File: src/rtl/alarm_sounder_if.sv
// Signal bundle between the alarm/time logic, the buttons and the piezo driver.
// The master side drives the match level, the seconds tick and the buttons;
// the slave side (alarm_sounder) drives the piezo and status outputs.
interface alarm_sounder_if;
    logic hit;
    logic sec_tick;
    logic b_stop;
    logic b_snooze;
    logic piezo;
    logic ringing;
    logic snoozed;

    modport master (
        output hit,
        output sec_tick,
        output b_stop,
        output b_snooze,
        input  piezo,
        input  ringing,
        input  snoozed
    );

    modport slave (
        input  hit,
        input  sec_tick,
        input  b_stop,
        input  b_snooze,
        output piezo,
        output ringing,
        output snoozed
    );
endinterface

File: src/rtl/alarm_sounder.sv
// alarm_sounder: turns the alarm-match level into a gated square-wave piezo
// drive with a beep cadence, stop/snooze handling and a ring timeout.
// Optional feature macro: SNOOZE_EN. When it is defined, the SNOOZE state and
// snooze counter are built. When it is undefined, b_snooze is ignored and
// snoozed is held at 0.
module alarm_sounder #(
    parameter int TONE_HALF   = 12500,
    parameter int BEEP_CYC    = 25000000,
    parameter int SNOOZE_SEC  = 300,
    parameter int TIMEOUT_SEC = 60
) (
    input  logic           clk,
    input  logic           reset,
    alarm_sounder_if.slave bus
);

    localparam logic [15:0] LP_TONE_LAST = 16'(TONE_HALF - 1);
    localparam logic [24:0] LP_BEEP_LAST = 25'(BEEP_CYC - 1);
    localparam logic [8:0]  LP_TIMEOUT   = 9'(TIMEOUT_SEC);

`ifdef SNOOZE_EN
    localparam logic [8:0]  LP_SNOOZE    = 9'(SNOOZE_SEC);
    localparam int          NUM_BTN      = 2;
`else
    localparam int          NUM_BTN      = 1;
`endif

    typedef enum logic [1:0] {
        S_IDLE   = 2'd0,
        S_RING   = 2'd1,
        S_DONE   = 2'd2
`ifdef SNOOZE_EN
        , S_SNOOZE = 2'd3
`endif
    } state_t;

    state_t        r_state;
    state_t        w_state_next;

    logic [15:0]   r_tone_cnt;
    logic [15:0]   w_tone_cnt_next;
    logic          r_tone_ph;
    logic          w_tone_ph_next;
    logic [24:0]   r_cad_cnt;
    logic [24:0]   w_cad_cnt_next;
    logic          r_cad_on;
    logic          w_cad_on_next;
    logic [8:0]    r_to_cnt;
    logic [8:0]    w_to_cnt_next;
    logic [8:0]    w_to_inc;
    logic          w_ring_entry;
    logic          r_piezo;
    logic          w_piezo_next;

`ifdef SNOOZE_EN
    logic [8:0]    r_sn_cnt;
    logic [8:0]    w_sn_cnt_next;
    logic [8:0]    w_sn_inc;
`endif

    // Button edge detection: bit 0 is stop, bit 1 (snooze build only) is snooze.
    logic [NUM_BTN-1:0] w_btn;
    logic [NUM_BTN-1:0] w_press;

    assign w_btn[0] = bus.b_stop;
`ifdef SNOOZE_EN
    assign w_btn[1] = bus.b_snooze;
`else
    logic w_unused_snooze;
    assign w_unused_snooze = bus.b_snooze;
`endif

    genvar gi;
    generate
        for (gi = 0; gi < NUM_BTN; gi++) begin : g_btn
            logic r_prev;
            // Button history, sampled every cycle in every state.
            always_ff @(posedge clk or negedge reset) begin
                if (!reset) begin
                    r_prev <= 1'b0;
                end else begin
                    r_prev <= w_btn[gi];
                end
            end
            assign w_press[gi] = w_btn[gi] & ~r_prev;
        end
    endgenerate

    assign w_to_inc = r_to_cnt + 9'd1;
`ifdef SNOOZE_EN
    assign w_sn_inc = r_sn_cnt + 9'd1;
`endif

    // Next-state logic; stop beats snooze, both beat the timeout.
    always_comb begin
        w_state_next = r_state;
        case (r_state)
            S_IDLE: begin
                if (bus.hit) begin
                    w_state_next = S_RING;
                end
            end
            S_RING: begin
                if (w_press[0]) begin
                    w_state_next = S_DONE;
                end
`ifdef SNOOZE_EN
                else if (w_press[1]) begin
                    w_state_next = S_SNOOZE;
                end
`endif
                else if (bus.sec_tick && (w_to_inc >= LP_TIMEOUT)) begin
                    w_state_next = S_DONE;
                end
            end
`ifdef SNOOZE_EN
            S_SNOOZE: begin
                if (w_press[0]) begin
                    w_state_next = S_DONE;
                end else if (bus.sec_tick && (w_sn_inc >= LP_SNOOZE)) begin
                    w_state_next = S_RING;
                end
            end
`endif
            S_DONE: begin
                if (!bus.hit) begin
                    w_state_next = S_IDLE;
                end
            end
            default: begin
                w_state_next = S_IDLE;
            end
        endcase
    end

    assign w_ring_entry = (w_state_next == S_RING) && (r_state != S_RING);

    // Tone, cadence and timeout counters; piezo is derived from their next values
    // so that it changes on the same edge as the state.
    always_comb begin
        w_tone_cnt_next = r_tone_cnt;
        w_tone_ph_next  = r_tone_ph;
        w_cad_cnt_next  = r_cad_cnt;
        w_cad_on_next   = r_cad_on;
        w_to_cnt_next   = r_to_cnt;
        if (w_ring_entry) begin
            w_tone_cnt_next = 16'd0;
            w_tone_ph_next  = 1'b1;
            w_cad_cnt_next  = 25'd0;
            w_cad_on_next   = 1'b1;
            w_to_cnt_next   = 9'd0;
        end else if (r_state == S_RING) begin
            if (r_tone_cnt == LP_TONE_LAST) begin
                w_tone_cnt_next = 16'd0;
                w_tone_ph_next  = ~r_tone_ph;
            end else begin
                w_tone_cnt_next = r_tone_cnt + 16'd1;
            end
            if (r_cad_cnt == LP_BEEP_LAST) begin
                w_cad_cnt_next = 25'd0;
                w_cad_on_next  = ~r_cad_on;
            end else begin
                w_cad_cnt_next = r_cad_cnt + 25'd1;
            end
            if (bus.sec_tick) begin
                w_to_cnt_next = w_to_inc;
            end
        end
        w_piezo_next = (w_state_next == S_RING) & w_tone_ph_next & w_cad_on_next;
    end

`ifdef SNOOZE_EN
    // Snooze counter: cleared on entry, counts seconds while snoozing.
    always_comb begin
        w_sn_cnt_next = r_sn_cnt;
        if ((w_state_next == S_SNOOZE) && (r_state != S_SNOOZE)) begin
            w_sn_cnt_next = 9'd0;
        end else if ((r_state == S_SNOOZE) && bus.sec_tick) begin
            w_sn_cnt_next = w_sn_inc;
        end
    end

    // Snooze counter register.
    always_ff @(posedge clk or negedge reset) begin
        if (!reset) begin
            r_sn_cnt <= 9'd0;
        end else begin
            r_sn_cnt <= w_sn_cnt_next;
        end
    end
`endif

    // State register.
    always_ff @(posedge clk or negedge reset) begin
        if (!reset) begin
            r_state <= S_IDLE;
        end else begin
            r_state <= w_state_next;
        end
    end

    // Counter and piezo registers; reset silences the piezo immediately.
    always_ff @(posedge clk or negedge reset) begin
        if (!reset) begin
            r_tone_cnt <= 16'd0;
            r_tone_ph  <= 1'b0;
            r_cad_cnt  <= 25'd0;
            r_cad_on   <= 1'b0;
            r_to_cnt   <= 9'd0;
            r_piezo    <= 1'b0;
        end else begin
            r_tone_cnt <= w_tone_cnt_next;
            r_tone_ph  <= w_tone_ph_next;
            r_cad_cnt  <= w_cad_cnt_next;
            r_cad_on   <= w_cad_on_next;
            r_to_cnt   <= w_to_cnt_next;
            r_piezo    <= w_piezo_next;
        end
    end

    assign bus.piezo   = r_piezo;
    assign bus.ringing = (r_state == S_RING);
`ifdef SNOOZE_EN
    assign bus.snoozed = (r_state == S_SNOOZE);
`else
    assign bus.snoozed = 1'b0;
`endif

endmodule

File: src/flat_wrapper.sv
// flat-port wrapper written by rule: the top's interface ports become plain ports
module alarm_sounder_flat 
#(
    parameter int TONE_HALF   = 12500,
    parameter int BEEP_CYC    = 25000000,
    parameter int SNOOZE_SEC  = 300,
    parameter int TIMEOUT_SEC = 60
)
  (clk, reset, bus_hit, bus_sec_tick, bus_b_stop, bus_b_snooze, bus_piezo, bus_ringing, bus_snoozed);
  alarm_sounder_if bus_i ();
  input  logic clk;
  input  logic reset;
  input wire logic [$bits(bus_i.hit)-1:0] bus_hit;
  input wire logic [$bits(bus_i.sec_tick)-1:0] bus_sec_tick;
  input wire logic [$bits(bus_i.b_stop)-1:0] bus_b_stop;
  input wire logic [$bits(bus_i.b_snooze)-1:0] bus_b_snooze;
  output wire logic [$bits(bus_i.piezo)-1:0] bus_piezo;
  output wire logic [$bits(bus_i.ringing)-1:0] bus_ringing;
  output wire logic [$bits(bus_i.snoozed)-1:0] bus_snoozed;
  assign bus_i.hit = bus_hit;
  assign bus_i.sec_tick = bus_sec_tick;
  assign bus_i.b_stop = bus_b_stop;
  assign bus_i.b_snooze = bus_b_snooze;
  assign bus_piezo = bus_i.piezo;
  assign bus_ringing = bus_i.ringing;
  assign bus_snoozed = bus_i.snoozed;
  alarm_sounder #(.TONE_HALF(TONE_HALF), .BEEP_CYC(BEEP_CYC), .SNOOZE_SEC(SNOOZE_SEC), .TIMEOUT_SEC(TIMEOUT_SEC)) u_core (.clk(clk), .reset(reset), .bus(bus_i));
endmodule
File: config.mk
export PLATFORM = sky130hd
export DESIGN_NAME = alarm_sounder_flat
export DESIGN_NICKNAME = d
export VERILOG_FILES = /design/src/rtl/alarm_sounder_if.sv /design/src/rtl/alarm_sounder.sv /design/src/flat_wrapper.sv
export SDC_FILE = /design/constraint.sdc
export NUM_CORES = 1
export LEC_CHECK = 0
export ABC_AREA = 0
export BUFFER_PORTS_ARGS = -buffer_cell sky130_fd_sc_hd__buf_2
export CORE_ASPECT_RATIO = 0.8
export CORE_MARGIN = 2
export CORE_UTILIZATION = 30
export DETAILED_ROUTE_END_ITERATION = 7
export PLACE_DENSITY = 0.41
export SYNTH_ARGS = -nofsm -noshare
export SYNTH_HDL_FRONTEND = slang
export SYNTH_SLANG_ARGS = --single-unit
File: constraint.sdc
create_clock -name clk -period 2.3 [get_ports clk]
set_input_delay 0.115 -clock clk [delete_from_list [all_inputs] [get_ports clk]]
set_output_delay 0.115 -clock clk [all_outputs]
set_load 0.05 [all_outputs]
* Word-level counts from Yosys, hierarchy flattened
Cells that the tools add are included.
W data, S select, Z words.
** Storage, ports and cells
- Flip-flop bits (word level) :: 56
- Input port bits :: 6
- Output and inout port bits :: 3
- Word-level logic and storage cells :: 50
** Cells by class
- Add/sub/neg operators :: 3
- Magnitude comparators :: 1
- Equality and inequality tests :: 6
- Multiplexer cells :: 20
- Bitwise operators :: 6
- Reductions and logical operators :: 6
** Operators by type and width (count)
- $mux W25 :: 3
- $mux W16 :: 3
- $mux W9 :: 3
- $add A25 B1 Y25 const B :: 1
- $eq A25 B25 Y1 const B :: 1
- $add A16 B1 Y16 const B :: 1
- $eq A16 B14 Y1 const B :: 1
- $add A9 B1 Y9 const B :: 1
- $ge A9 B6 Y1 const B :: 1
- $mux W2 :: 4
- $mux W1 :: 6
- $pmux W2 S3 :: 1
- $eq A2 B1 Y1 const B :: 2
- $reduce_bool A2 Y1 :: 2
- $and A1 B1 Y1 :: 3
- $not A1 Y1 :: 3
- $eq A2 B2 Y1 const B :: 1
- $logic_and A1 B1 Y1 :: 2
- $logic_not A2 Y1 :: 1
- $ne A2 B1 Y1 const B :: 1
- $reduce_and A2 Y1 :: 1

* Depth between registers and ports, before layout
Gate-level depths: netlist (run 1).
- Depth after elaboration :: 11
- Gate-level depth with buffers :: 7
- Mapped depth without buffers :: 6

* Least setup slack after synthesis (run 1)
No wires, ideal clock.
- Path type :: register -> register
- Start point :: register u_core.r_cad_cnt[7]
- End point :: register u_core.r_cad_cnt[22]
- Library setup time :: 0.121 ns
- Arrival :: 1.878 ns
- Required time :: 2.179 ns
- Slack :: 0.301 ns
- Cell stages (with the launch flop) :: 7
- Buffers on the path :: 1
- Period minus slack after synthesis :: 1.999 ns
- Cells stage by stage :: dfrtp_1 or4b_4 nor4_4 a21o_2 buf_6 o21ai_2 a22o_1
** On the way
- Word-level cells in the longest chain between the ends :: 4
- Elaborated cells on any way between the ends :: 5
- Those cells by class :: 1 x add/sub; 1 x eq/ne; 3 x mux
** RTL lines
- from (decl) :: line alarm_sounder.sv:44 : logic [24:0] r_cad_cnt;
- from (signal assigned) :: line alarm_sounder.sv:214 : r_cad_cnt <= w_cad_cnt_next;
- $add A25 B1 Y25 or $eq A25 B25 Y1 (tied branches) :: line alarm_sounder.sv:163, alarm_sounder.sv:159
- $mux W25 * :: line alarm_sounder.sv:159 : if (r_cad_cnt == LP_BEEP_LAST) begin
- $mux W25 * :: line alarm_sounder.sv:152 : end else if (r_state == S_RING) begin
- $mux W25 * :: line alarm_sounder.sv:146 : if (w_ring_entry) begin
Mark *: on every way between the ends. The rest lies on a longest branch, timed or not. The select of a mux whose other input is x is not followed.
A chain may end at the register's enable or synchronous reset.

* Worst setup path after layout (run 1)
- Start point :: register u_core.r_cad_cnt[7]
- End point :: register u_core.r_cad_cnt[8]
The elaborated chain is that of the path after synthesis.

==> results of run 1 <==
## power groups by stage
stage	Combinational, mW	Sequential [mW]	Clock, mW
2_1_floorplan	0.847	1.34	0
3_3_place_gp	1.25	1.35	0
3_5_place_dp	1.25	1.35	0
4_1_cts	1.25	1.33	0.825
5_1_grt	1.39	1.37	0.873
6_report	1.23	1.33	0.796
## routing by layer
layer	global-route usage, %	wire length, um	up-vias
met5	0	0	-
met2	23.07	3315	35
met4	4.317	104	0
li1	-	-	1344
met1	21.86	4158	1309
met3	2.871	178	10
## cell usage in the layout (no fill, tap or decap), types with 8 or more instances in the layout
cell     netlist  routed
nand2_1       37      37
nand3_1       19      19
nand4_1       15      15
nor3_1         8       8
a22o_1         8       8
o21ai_0       45      45
and3_1        10      10
a31oi_1       14      14
buf_4          1      21
nor2_1        21      21
a21oi_1       11      11
dfrtp_1       56      56
## cell type report
cell class / instances / area (um2)
sequential: 56 / 1401
clock inverter: 3 / 22.52
fill: 1066 / 6616
inverter: 5 / 18.77
multi-input combinational: 270 / 1632
timing repair buffer: 29 / 207.7
tap: 140 / 175.2
clock buffer: 5 / 125.1
## Yosys cell counts, drive strengths merged, types with 2 or more instances
cell type	n	area, um2
nand2	37	138.9
nor2	21	78.83
and4	4	35.03
a21oi	12	63.81
o31ai	6	45.04
or4	3	22.52
nand3	19	95.09
a31oi	14	87.58
inv	5	18.77
a41oi	6	52.55
buf	7	43.79
a21o	7	53.80
or2	2	12.51
nand3b	2	15.01
nand4	15	93.84
and3	10	62.56
and2	4	25.03
nor4	4	40.04
o211ai	2	15.01
or3	2	12.51
nor4b	2	17.52
o21a	3	22.52
nand2b	5	31.28
a22o	8	70.07
o21ai	46	234.0
ha	4	50.05
xor2	5	43.79
nor3	8	40.04
clkbuf	11	41.29
dfrtp	56	1401
xnor2	3	26.28
nor3b	2	15.01
## kinds of logic (layout without fill, tap and decap cells)
| group | after synthesis | in the layout |
|---|---|---|
| AOI/OAI and AO/OA | 112 | 112 |
| xor gates and xnor gates | 8 | 8 |
| adders and majority gates | 4 | 4 |
| buffers and inverters | 23 | 42 |
| DFF | 56 | 56 |
| muxes | 1 | 1 |
| other | 1 | 1 |
| and+or+nand+nor | 144 | 144 |
## sequential cells by signal, indices dropped and copies added (netlist names)
| register | cells |
|---|---|
| u_core.r_tone_ph | 1 |
| u_core.r_cad_on | 1 |
| u_core.g_btn.r_prev | 1 |
| u_core.r_state | 2 |
| u_core.r_to_cnt | 9 |
| u_core.r_tone_cnt | 16 |
| u_core.bus.piezo | 1 |
| u_core.r_cad_cnt | 25 |
## how the worst max path moves through the flow
stage | from | to | slack [ns] | depth (start not counted)
after floorplan | u_core.r_cad_cnt[7] | u_core.r_cad_cnt[22] | 0.30 | 6
after global placement | u_core.r_cad_cnt[7] | u_core.r_cad_cnt[8] | 0.15 | 6
after detailed placement | u_core.r_cad_cnt[7] | u_core.r_cad_cnt[8] | 0.12 | 6
after CTS | u_core.r_cad_cnt[7] | u_core.r_cad_cnt[8] | 0.10 | 6
after global routing | u_core.r_cad_cnt[0] | u_core.r_cad_cnt[20] | 0.005 | 6
final | u_core.r_cad_cnt[7] | u_core.r_cad_cnt[8] | 0.14 | 6
## per-stage QoR
stage | util, % | hold slack, ns | instance area, um2
finish | 35.12 | 0.1259 | 3582
global route | 35.12 | 0.1478 | 3582
CTS | 35.06 | 0.1226 | 3576
detailed placement | 33.42 | 0.1647 | 3408
global placement | 33.42 | 0.1653 | 3408
floorplan | - | -0.1806 | 3131
## worst min-delay path, stage by stage
cell and delay, ns:
buf_2 0.10, nand3b_1 0.09, o211ai_1 0.08
## timing repair
action | CTS | global route
resized for setup | 0 | 1
hold buffers | 2 | 0
endpoints found under the hold margin | 24 | 0
endpoints found under the setup margin | 0 | 1
==> flow_summary.json, run 1 <==
{
  "die-area_um2": 11270,
  "max_freq_mhz": 462.0,
  "cpPeakStageDelay_ns": 0.55,
  "synth-seq-cells": 56,
  "synth_mux_area_share_pct": 0.3197,
  "post-dp-hpwl_um": 5329,
  "fp.dieH_um": 95.37,
  "worstSetupStartpointType": "flop",
  "holdPathStages": 3,
  "postCtsSetupRepairBufs": 0,
  "synth_top_family_by_area": "simple AND/OR/NAND/NOR gates",
  "crit_type": "flop to flop",
  "grt_usage_pct": 15.12,
  "fin_cells": 508,
  "powerDensity_nw_per_um2": 937.7,
  "start_util_pct": 30.70,
  "critPathBufInv": 1,
  "drc": 0,
  "hold_viol_final": 0,
  "drtAntennaViolNets": 0,
  "p_int_mw": 2.028,
  "worstHoldEndpoint": "u_core.r_state[1]",
  "maxSlewViolCount": 0,
  "p_clk_share_pct": 23.7,
  "grt_pass1_wl_um": 13520,
  "drive_gt1_share_pct": 12.50,
  "ys_types": 53,
  "ys_seq_area_share_pct": 44.76,
  "setup_slack_ns": 0.1356,
  "tightest_slew_ns": 0.6894,
  "dp.cells": 498,
  "crit_family": "simple AND/OR/NAND/NOR gates",
  "endpoint_kind": "flop",
  "synthAdderAreaFrac_pct": 1.599,
  "ir_worst_vdd_uv": 312.4,
  "postSynth.asyncResetShare_pct": 100.0,
  "regToRegEndpoint": "u_core.r_cad_cnt[8]",
  "syn_to_final_growth_pct": 14.43,
  "leakagePower_nw": 1.468,
  "cp_slowest_cell": "or4b_4",
  "placement.io_buffers": 6,
  "synth_nets": 359,
  "ioPinCount": 9,
  "critPathMaxFanout": 16,
  "grt_max_degree": 26,
  "clkLatencyLatePin_ns": 0.30,
  "outcome": "complete, no violations",
  "cp_cell_sequence": "or4b_4 -> nor4_4 -> a21oi_2 -> buf_4 -> a21o_1 -> a22o_1",
  "r2r-start": "u_core.r_cad_cnt[7]",
  "post_drt_wl_per_cell_um": 15.27,
  "syn-cell-area_um2": 3131,
  "worstHoldStart": "bus_hit",
  "switchingPower_mw": 1.331,
  "num_antenna_cells": 0,
  "finalCritPeriodShare_pct": 94.10,
  "worst_hold_path_type": "primary input to flop",
  "fin_nets": 377,
  "core-area_um2": 10200,
  "cts.sinks": 56,
  "swShare_pct": 39.61,
  "path_clk_slew_ns": 0.08,
  "gp_congestion": 0.7504,
  "max-cap-violations": 0,
  "synth_edf_count": 0,
  "clockBufferDepth": 2,
  "crit_arrival_ns": 2.36,
  "worstPathRequired_ns": 2.49,
  "wl_um": 7756,
  "rows": 33,
  "htree_levels": 2,
  "power_mw": 3.359,
  "synth_compound_area_share_pct": 22.94,
  "grt_pass1_vias": 2593,
  "synth-simple-area-share_pct": 24.70,
  "drt_iter0_drc": 232,
  "synth-xor-area-share_pct": 2.238,
  "fin_skew_ns": 0.009786,
  "cts_buffers": 5,
  "rsz0062_at_grt": "no",
  "die_w_um": 118.2,
  "yosys_warnings": 0,
  "ff2ff_path_depth": 6,
  "period_needed_ns": 2.164,
  "syn_area_per_cell_um2": 8.970,
  "cts_root_buf": "clkbuf_16",
  "antenna_found_initial": 0,
  "grt-ovfl-total": 0,
  "num_vias": 2698,
  "cts_tree": "built",
  "synthCells": 349,
  "fin_setup_tns_ns": 0,
  "power_frac_comb_pct": 36.7,
  "finalSetupViolCount": 0,
  "place_ws_ns": 0.1195,
  "via_per_inst": 5.311,
  "max-slew-margin-rel_pct": 54.04,
  "synthFlopType": "dfrtp_1",
  "regToRegSetupSlack_ns": 0.14,
  "seqPwrFrac_pct": 39.6,
  "first_pass_iters": 4
}
(Power assumes the default switching activity.)
==> run 2: changes to the inputs <==
PLACE_DENSITY = 0.52   (was 0.41)
REMOVE_ABC_BUFFERS = 1   (was unset)
==> run 2 against run 1 <==
  * Worst hold slack gained 0.0068 ns
  * Total power shrank 1.9%
  * Fmax grew 1.1%
  * Clock power shrank 5.5%
  * Critical path depth shrank 1
  * Sequential share of layout area grew 0.43 points
  * Wire length shrank 7.5%
  * Final area shrank 1.1%
  * Register-to-register slack gained 0.02 ns
  * Clock-buffer cell count is the same
  * Critical path type unchanged
  * Largest cell class unchanged
  * Largest power group unchanged
  * Highest routed layer unchanged
==> flow_summary.json, run 2 (synthesized netlist as in run 1, its figures left out) <==
{
  "die-area_um2": 11270,
  "setup_slack_ns": 0.1590,
  "postCtsSetupRepairBufs": 0,
  "largest_reg_flops": 25,
  "drtAntennaViolNets": 0,
  "hold_ws_ns": 0.1327,
  "finalSetupViolCount": 0,
  "clkLatencyLatePin_ns": 0.30,
  "placedInstanceArea_um2": 3386,
  "power_frac_comb_pct": 36.5,
  "gp_congestion": 0.7877,
  "cts_buffers": 5,
  "leakagePower_nw": 1.442,
  "worstSetupStartpointType": "flop",
  "post_drt_wl_per_cell_um": 14.24,
  "max_freq_mhz": 467.1,
  "rsz0062_at_grt": "no",
  "num_vias": 2699,
  "placement.io_buffers": 6,
  "maxSlewViolCount": 0,
  "top_register": "u_core.r_cad_cnt",
  "grt_max_degree": 25,
  "p_clk_share_pct": 22.8,
  "drc": 0,
  "ioPinCount": 9,
  "antenna_found_initial": 0,
  "hold_viol_final": 0,
  "swShare_pct": 39.15,
  "finalCritPeriodShare_pct": 93.09,
  "cp_num_cells": 5,
  "place_ws_ns": 0.1718,
  "grt_pass1_vias": 2575,
  "cts_tree": "built",
  "grt_usage_pct": 13.91,
  "cp_slowest_cell": "or4b_4",
  "via_per_inst": 5.355,
  "fin_skew_ns": 0.007796,
  "grt_pass1_wl_um": 12680,
  "cpPeakStageDelay_ns": 0.56,
  "syn_to_final_growth_pct": 13.19,
  "fin_setup_tns_ns": 0,
  "ir_worst_vdd_uv": 295.4,
  "grt-ovfl-total": 0,
  "wl_um": 7175,
  "seqPwrFrac_pct": 40.7,
  "switchingPower_mw": 1.291,
  "endpoint_kind": "flop",
  "p_int_mw": 2.006,
  "max-slew-margin-rel_pct": 63.19,
  "post_cts_resized": 0,
  "power_mw": 3.297,
  "clockBufferDepth": 2,
  "fp.dieH_um": 95.37,
  "worst_hold_path_type": "primary input to flop",
  "period_needed_ns": 2.141,
  "htree_levels": 2,
  "critPathMaxFanout": 12,
  "r2r-start": "u_core.r_cad_cnt[8]",
  "ff2ff_path_depth": 5,
  "tightest_slew_ns": 0.5521,
  "path_clk_slew_ns": 0.07,
  "powerDensity_nw_per_um2": 930.5,
  "holdPathStages": 3,
  "worstHoldStart": "bus_hit",
  "post-dp-hpwl_um": 4963,
  "critPathLaunch": "u_core.r_cad_cnt[8]",
  "critPathBufInv": 0,
  "start_util_pct": 30.70,
  "crit_family": "simple AND/OR/NAND/NOR gates",
  "fin_nets": 374,
  "drive_gt1_share_pct": 11.26,
  "cts.sinks": 56,
  "core-area_um2": 10200,
  "cts_root_buf": "clkbuf_16",
  "cp_cell_sequence": "or4b_4 -> nor4_4 -> a21o_2 -> o21ai_2 -> a22o_1",
  "first_pass_iters": 4,
  "drt_iter0_drc": 213,
  "mostFrequentLayoutCells": "56 x dfrtp_1, 45 x o21ai_0, 37 x nand2_1, 21 x nor2_1, 19 x nand3_1",
  "stdcell_area_um2": 3543,
  "rows": 33,
  "outcome": "complete, no violations",
  "crit_arrival_ns": 2.33,
  "worstPathRequired_ns": 2.49,
  "num_antenna_cells": 0,
  "layout_commonest_cell": "dfrtp_1",
  "max-cap-violations": 0,
  "largestRegisters": "u_core.r_cad_cnt x25, u_core.r_tone_cnt x16, u_core.r_to_cnt x9",
  "die_w_um": 118.2,
  "crit_type": "flop to flop"
}
==> run 2: layout make-up <==
type / instances / area [um2]
fill: 1064 / 6655
inverter: 5 / 18.77
clock inverter: 2 / 12.51
timing repair buffer: 26 / 185.2
multi-input combinational: 270 / 1625
clock buffer: 5 / 125.1
tap: 140 / 175.2
sequential: 56 / 1401
==> run 2: path summary, 6_finish.rpt <==
check,endpoint,slack (ns)
max in group asynchronous,u_core.r_state[0],1.31
worst min register to register,u_core.r_tone_cnt[15],0.49
worst min-delay path,u_core.r_state[1],0.13
min in group asynchronous,u_core.r_cad_cnt[20],0.34
worst max-delay path,u_core.r_cad_cnt[22],0.16
worst max register to register,u_core.r_cad_cnt[22],0.16
==> run 2: through the flow <==
stage	cells	util, %
finish	504	34.74
floorplan	331	-
CTS	504	34.74
global placement	495	33.20
global route	504	34.74
detailed placement	495	33.20
==> run 2: power groups by stage <==
stage	logic, mW	registers [mW]	clock network (mW)
after CTS	1.21	1.34	0.779
after global routing	1.36	1.38	0.816
final	1.20	1.34	0.752
after global placement	1.19	1.35	0
after floorplan	0.756	1.35	0
after detailed placement	1.20	1.36	0
==> run 2: worst min-delay path: stages <==
cell	delay (ns)
buf_2	0.11
nand3b_1	0.08
o211ai_1	0.08
==> run 2: metal layers <==
metal | track usage [%] | share of wire (%) | vias to the layer above
met3 | 2.691 | 2.4 | 10
li1 | - | - | 1333
met4 | 4.116 | 1.3 | 0
met2 | 21.15 | 42 | 29
met1 | 20.06 | 54 | 1327
met5 | 0 | 0 | -
==> run 2: timing repair <==
item | in CTS | in global routing
endpoints found under the setup margin | 0 | 0
endpoints found under the hold margin | 23 | 0
hold buffers | 2 | 0
